==> src/rtl/btn_sw_conditioner.sv <==
// Push-button and slide-switch front end: two-flop synchronisers, per-channel
// debounce counters, clean levels and single-cycle press/release/change pulses.
module btn_sw_conditioner #(
    parameter int unsigned NUM_BTN       = 4,
    parameter int unsigned NUM_SW        = 8,
    parameter int unsigned BTN_DB_CYCLES = 500000,
    parameter int unsigned SW_DB_CYCLES  = 500000,
    parameter int unsigned CNT_W         = 20
) (
    input  logic               clk,
    input  logic               rst,
    input  logic [NUM_BTN-1:0] btn,
    input  logic [NUM_SW-1:0]  sw,
    output logic [NUM_BTN-1:0] btn_db,
    output logic [NUM_BTN-1:0] btn_press,
    output logic [NUM_BTN-1:0] btn_release,
    output logic [NUM_SW-1:0]  sw_db,
    output logic               sw_change
);

    localparam logic [CNT_W-1:0] BTN_LAST = CNT_W'(BTN_DB_CYCLES - 1);
    localparam logic [CNT_W-1:0] SW_LAST  = CNT_W'(SW_DB_CYCLES - 1);

    logic [NUM_BTN-1:0] btn_s1;
    logic [NUM_BTN-1:0] btn_s2;
    logic [NUM_BTN-1:0] btn_acc_c;
    logic [CNT_W-1:0]   btn_cnt [NUM_BTN];

    logic [NUM_SW-1:0]  sw_s1;
    logic [NUM_SW-1:0]  sw_s2;
    logic [NUM_SW-1:0]  sw_acc_c;
    logic [CNT_W-1:0]   sw_cnt [NUM_SW];

    // A channel is accepted on the edge that completes N consecutive mismatches.
    always_comb begin
        btn_acc_c = '0;
        sw_acc_c  = '0;
        for (int i = 0; i < NUM_BTN; i++) begin
            btn_acc_c[i] = (btn_s2[i] != btn_db[i]) && (btn_cnt[i] == BTN_LAST);
        end
        for (int i = 0; i < NUM_SW; i++) begin
            sw_acc_c[i] = (sw_s2[i] != sw_db[i]) && (sw_cnt[i] == SW_LAST);
        end
    end

    // Button synchroniser, counters, state and pulses.
    always_ff @(posedge clk) begin
        if (rst) begin
            btn_s1      <= '0;
            btn_s2      <= '0;
            btn_db      <= '0;
            btn_press   <= '0;
            btn_release <= '0;
            for (int i = 0; i < NUM_BTN; i++) begin
                btn_cnt[i] <= '0;
            end
        end else begin
            btn_s1      <= btn;
            btn_s2      <= btn_s1;
            btn_press   <= btn_acc_c & btn_s2;
            btn_release <= btn_acc_c & ~btn_s2;
            for (int i = 0; i < NUM_BTN; i++) begin
                if (btn_s2[i] == btn_db[i] || btn_acc_c[i]) begin
                    btn_cnt[i] <= '0;
                end else begin
                    btn_cnt[i] <= btn_cnt[i] + CNT_W'(1);
                end
                if (btn_acc_c[i]) begin
                    btn_db[i] <= btn_s2[i];
                end
            end
        end
    end

    // Switch synchroniser, counters, state and change pulse.
    always_ff @(posedge clk) begin
        if (rst) begin
            sw_s1     <= '0;
            sw_s2     <= '0;
            sw_db     <= '0;
            sw_change <= 1'b0;
            for (int i = 0; i < NUM_SW; i++) begin
                sw_cnt[i] <= '0;
            end
        end else begin
            sw_s1     <= sw;
            sw_s2     <= sw_s1;
            sw_change <= |sw_acc_c;
            for (int i = 0; i < NUM_SW; i++) begin
                if (sw_s2[i] == sw_db[i] || sw_acc_c[i]) begin
                    sw_cnt[i] <= '0;
                end else begin
                    sw_cnt[i] <= sw_cnt[i] + CNT_W'(1);
                end
                if (sw_acc_c[i]) begin
                    sw_db[i] <= sw_s2[i];
                end
            end
        end
    end

endmodule
==> config.mk <==
export PLATFORM = sky130hd
export DESIGN_NAME = btn_sw_conditioner
export DESIGN_NICKNAME = d
export VERILOG_FILES = /design/src/rtl/btn_sw_conditioner.sv
export SDC_FILE = /design/constraint.sdc
export NUM_CORES = 1
export LEC_CHECK = 0
export BUFFER_PORTS_ARGS = -buffer_cell sky130_fd_sc_hd__buf_2
export CAP_MARGIN = 10
export CELL_PAD_IN_SITES_DETAIL_PLACEMENT = 1
export CELL_PAD_IN_SITES_GLOBAL_PLACEMENT = 2
export CORE_ASPECT_RATIO = 0.7
export CORE_MARGIN = 2
export CORE_UTILIZATION = 39
export CTS_BUF_LIST = sky130_fd_sc_hd__clkbuf_8
export DETAILED_ROUTE_END_ITERATION = 7
export PLACE_DENSITY = 0.74
export RECOVER_POWER = 25
export SLEW_MARGIN = 25
export SYNTH_ARGS = -nofsm -noshare
export SYNTH_HDL_FRONTEND = slang
export SYNTH_SLANG_ARGS = --single-unit
==> constraint.sdc <==
create_clock -name clk -period 1.9 [get_ports clk]
set_input_delay 0.38 -clock clk [delete_from_list [all_inputs] [get_ports clk]]
set_output_delay 0.38 -clock clk [all_outputs]
set_load 0.03 [all_outputs]
# Yosys cells after proc, flatten, opt, wreduce, memory -nomap -nowiden

Memory sizes are Yosys's and may differ from the RTL's.
Cells that the tools add are included.

Equality and inequality tests: 36
Multiplexer cells: 98
Bitwise operators: 27
Add/subtract/negate cells: 12
Reductions and logical operators: 25

Operators with widths:

| operator                                              | count |
|---|---|
| two-way mux 20 bit                                    | 24 |
| adder 20 x 1 -> 20 bit, second input constant         | 12 |
| equality test 20 x 19 -> 1 bit, second input constant | 12 |
| two-way mux 1 bit                                     | 74 |
| bitwise OR 1 bit                                      | 24 |
| equality test 1 bit                                   | 12 |
| logical AND 1 bit                                     | 12 |
| logical OR 1 bit                                      | 12 |
| inequality test 1 bit                                 | 12 |
| AND 4 bit                                             | 2 |
| OR reduction 8 bit                                    | 1 |
| inverter 4 bit                                        | 1 |

Memories kept: 2
Output and inout port bits: 21
RAM bits: 240
Input port bits: 14
Register bits: 45

Memory list:

| name    | depth | bits a word | read ports | clocked after memory_dff | wr ports | line | RTL |
|---|---|---|---|---|---|---|---|
| sw_cnt  | 8     | 20          | 8          | 0                        | 8        | 32   | `logic [CNT_W-1:0] sw_cnt [NUM_SW];` |
| btn_cnt | 4     | 20          | 4          | 0                        | 4        | 27   | `logic [CNT_W-1:0] btn_cnt [NUM_BTN];` |

# Depth between registers and ports, before layout

Depth in word-level cells: 8
Gate-level depth with buffers: 8

# Worst setup path after synthesis

Ideal clock, no wire load.

Kind: reg-to-reg
From: memory btn_cnt[2][11]
To: memory btn_cnt[2][5] (data pin)
Arrival time: 1.760 ns
Cell stages (with the launch flop): 7
Setup time: 0.254 ns
Path slack: -0.114 ns
Data required time: 1.646 ns
Cell sequence: edfxtp_1 or4_1 nor4_1 nand4_1 nand2_2 buf_6 nor2_1

RTL lines:

| item        | line |
|---|---|
| from (decl) | 27 |

==> results.md <==
* Status: finished, violations left
* Failing checks: setup timing
* Pwr Density at 739 nW/um2
* Mean Syn Cell Area at 10.6 um2
* Cells on Worst Hold Path at 3
* Final worst slack at -0.0694 ns
* Fin Hold WS at 0.239 ns
* Ys Warns at 0
* Cells after synthesis at 1341
* Min-Delay Path Class: input port to flop
* Layout cells sized above 1 at 18.8%
* Die Wd at 232 um
* Vias per cell at 4.61
* Die extent in y at 164 um
* Async set-or-reset flop fraction in the synthesized netlist at 0%
* Drt pass-1 iters at 4
* Bufs on Longest Clock Path at 3
* Antenna cells at 0
* Reg clk slew, reported paths at 0.06 ns
* Syn Std Cell Area at 14300 um2
* Synth unique cells at 45
* GRT Overall Usage at 17.0%
* Initial drt markers at 472
* Reg2reg path depth at 5
* Number of flops mapped to enable cells by yosys at 240
* Vias in the first global route at 11.1k
* Synthesis-stage register bit count at 285
* Pin count of the biggest net entering global routing at 27
* Worst setup EP type: flop
* Crit-path max FO at 5
* Final hold violation count at 0
* WHS Endpoint: sw_s2[6]
* Hold_sp: rst
* Top post-synthesis cells by area: edfxtp_1 51%, nor2_1 7.9%, xnor2_1 7.5%
* Area Overhead vs Synth at 32.0%
* Max IR drop VDD at 442 uV
* Seq/Total Area, Yosys at 56.9%
* Total wire length at 32200 um
* Top cell by count, worst path: or3_4
* Synth top cells by count: 299 x nor2_1, 240 x edfxtp_1, 122 x xnor2_1
* Place WS at -0.172 ns
* Initial antenna violation count at 0
* Startpoint types: flop
* Maximum clock frequency at 508 MHz
* Yosys top cell area share at 50.6%
* First-pass GRT wire length at 53200 um
* Worst r2r dst: sw_cnt[0][9]
* Worst-Skew Late Latency at 0.59 ns
* Crit path DAT at 2.30 ns
* Clk root buf: clkbuf_8
* Leak Pwr at 6.90 nW
* Final ANT Viol Nets at 0
* Detail-routed net length per standard cell at 13.8 um
* Post-synth top area cell: edfxtp_1
* Setup-failing EPs final at 55
* GP Congestion at 0.757
* Ys flop type: edfxtp_1
* Tcrit/Tclk final at 104%
* CTS Buf Count at 49
* Core area at 36000 um2
* Slowest stage delay, CP at 0.53 ns
* Rows at 58
* Via count at 10.7k
* R2r setup slk at -0.07 ns
* Max Slew Vio Count at 0
* Nets at 1834
* Worst endpoint required time at 2.23 ns
* Top-count cell post-synth: nor2_1
* RSZ-0062 raised after global routing: yes
* Crit Path Category: flop to flop
* Die Area at 38100 um2
* Grt ovf at 0
* Clock sink total at 285
* Port bufs at 34
* Initial Util at 39.6%
* Reg2reg start: sw_cnt[0][5]
* Remaining DRCs at 0
* MaxCap Viol Count at 0
* Cell Chain, Critical Path: or4b_1, or3_4, nor2_4, or3_4, nor2_2
* Period minus WS final at 1.97 ns
* Total I/O pin count at 35
* CTS tree: built
* Final HPWL DP at 22300 um
* Clock Skew at 0.0181 ns
* CTS H-tree lvls at 2
* Slowest CP cell: or4b_1
logic make-up (layout without fill, tap and decap cells):
group / after synthesis / count (layout) / synth area share (%)
adder cells (fa/ha/maj): 12 / 12 / 1.05
flip-flops: 285 / 285 / 56.9
AND/OR/NAND/NOR: 722 / 725 / 24.9
buffers and inverters: 68 / 334 / 1.94
XOR/XNOR: 223 / 223 / 13.7
other: 1 / 240 / 0.0263
multiplexers: 9 / 9 / 0.632
AO/OA/AOI/OAI: 21 / 21 / 0.895
stage by stage:
step	total power (W)	instances	utilization, %	setup TNS [ns]	cell area [um2]
after floorplan	0.00774	1580	-	-0.811	15200
after global placement	0.00803	2196	47.1	-4.09	16900
after detailed placement	0.00805	2196	47.1	-6.91	16900
after CTS	0.0141	2311	50.8	-1.62	18300
after global routing	0.0145	2329	52.2	-13.79	18800
final	0.0139	2329	52.2	-2.31	18800
state kept, by name (all words and copies together) (netlist names):
register and cells:
sw_cnt 160, btn_cnt 80, sw_db 8, sw_s1 8
sw_s2 8, btn_db 4, btn_press 4, btn_release 4
btn_s1 4, btn_s2 4, sw_change 1
cell usage in the layout, fill, tap and decap left out, types with 6 or more instances in the layout:
| cell type | n |
|---|---|
| nand4_1 | 62 |
| nand2_1 | 70 |
| buf_4 | 146 |
| conb_1 | 240 |
| xor2_1 | 99 |
| xnor2_1 | 122 |
| nor4_1 | 18 |
| nor2b_1 | 27 |
| buf_2 | 13 |
| clkbuf_8 | 66 |
| nand3_1 | 87 |
| nor4_2 | 8 |
| and4_1 | 21 |
| nor3_1 | 31 |
| clkinv_1 | 7 |
| inv_1 | 42 |
| edfxtp_1 | 240 |
| a21oi_1 | 6 |
| and3_1 | 34 |
| nor3_2 | 12 |
| nor2_1 | 265 |
| dlygate4sd3_1 | 12 |
| or3_4 | 8 |
| mux2i_1 | 9 |
| nor2_4 | 15 |
| dfxtp_1 | 45 |
| buf_12 | 12 |
| nor2_2 | 19 |
| ha_2 | 7 |
| clkbuf_1 | 24 |
| clkinv_2 | 7 |
critical path: cells and delay by family (launching register included):
kind             cells  cell delay, ns
flip-flops           1            0.38
AND/OR/NAND/NOR      5            1.33
how the worst max path moves through the flow:
stage                         startpoint             end  slack, ns  depth (start not counted)
after global routing       sw_cnt[0][14]    sw_cnt[0][8]      -0.15                          5
after global placement    btn_cnt[2][12]  btn_cnt[2][11]      -0.13                          6
after detailed placement  btn_cnt[2][12]  btn_cnt[2][11]      -0.17                          6
after floorplan             sw_cnt[0][5]    sw_cnt[0][2]      -0.03                          6
after CTS                  sw_cnt[0][14]    sw_cnt[0][4]       -0.1                          5
final                       sw_cnt[0][5]    sw_cnt[0][9]      -0.07                          5
routing by layer:
metal  wire (um)  track usage (%)
met3        1140             3.44
met1       16300             24.2
met5           0                0
met2       14100             26.3
met4         590             4.78
layout make-up:
cell class	instances	area, um2
fillers	4127	17200
flip-flops and latches	285	8110
multi-input cells	1230	7280
repair buffers	210	1650
clock buffers	66	908
well taps	480	601
clock inverters	26	136
inverters	32	120
power by group:
| group | switching, W | internal [W] | total [W] |
|---|---|---|---|
| Combinational | 0.000417 | 0.000370 | 0.000787 |
| Sequential | 0.000226 | 0.00702 | 0.00725 |
| Clock | 0.00263 | 0.00323 | 0.00586 |
| Total | 0.00327 | 0.0106 | 0.0139 |
timing repair:
| item | in CTS | in global routing |
|---|---|---|
| cloned | 5 | 0 |
| setup endpoints to repair | 85 | 240 |
| hold buffers | 12 | 0 |
| hold endpoints to repair | 12 | 0 |
| pin swaps | 23 | 42 |
| resized for setup | 22 | 110 |
| setup buffers | 6 | 18 |
Note: power is estimated with default switching activity, not from simulation.
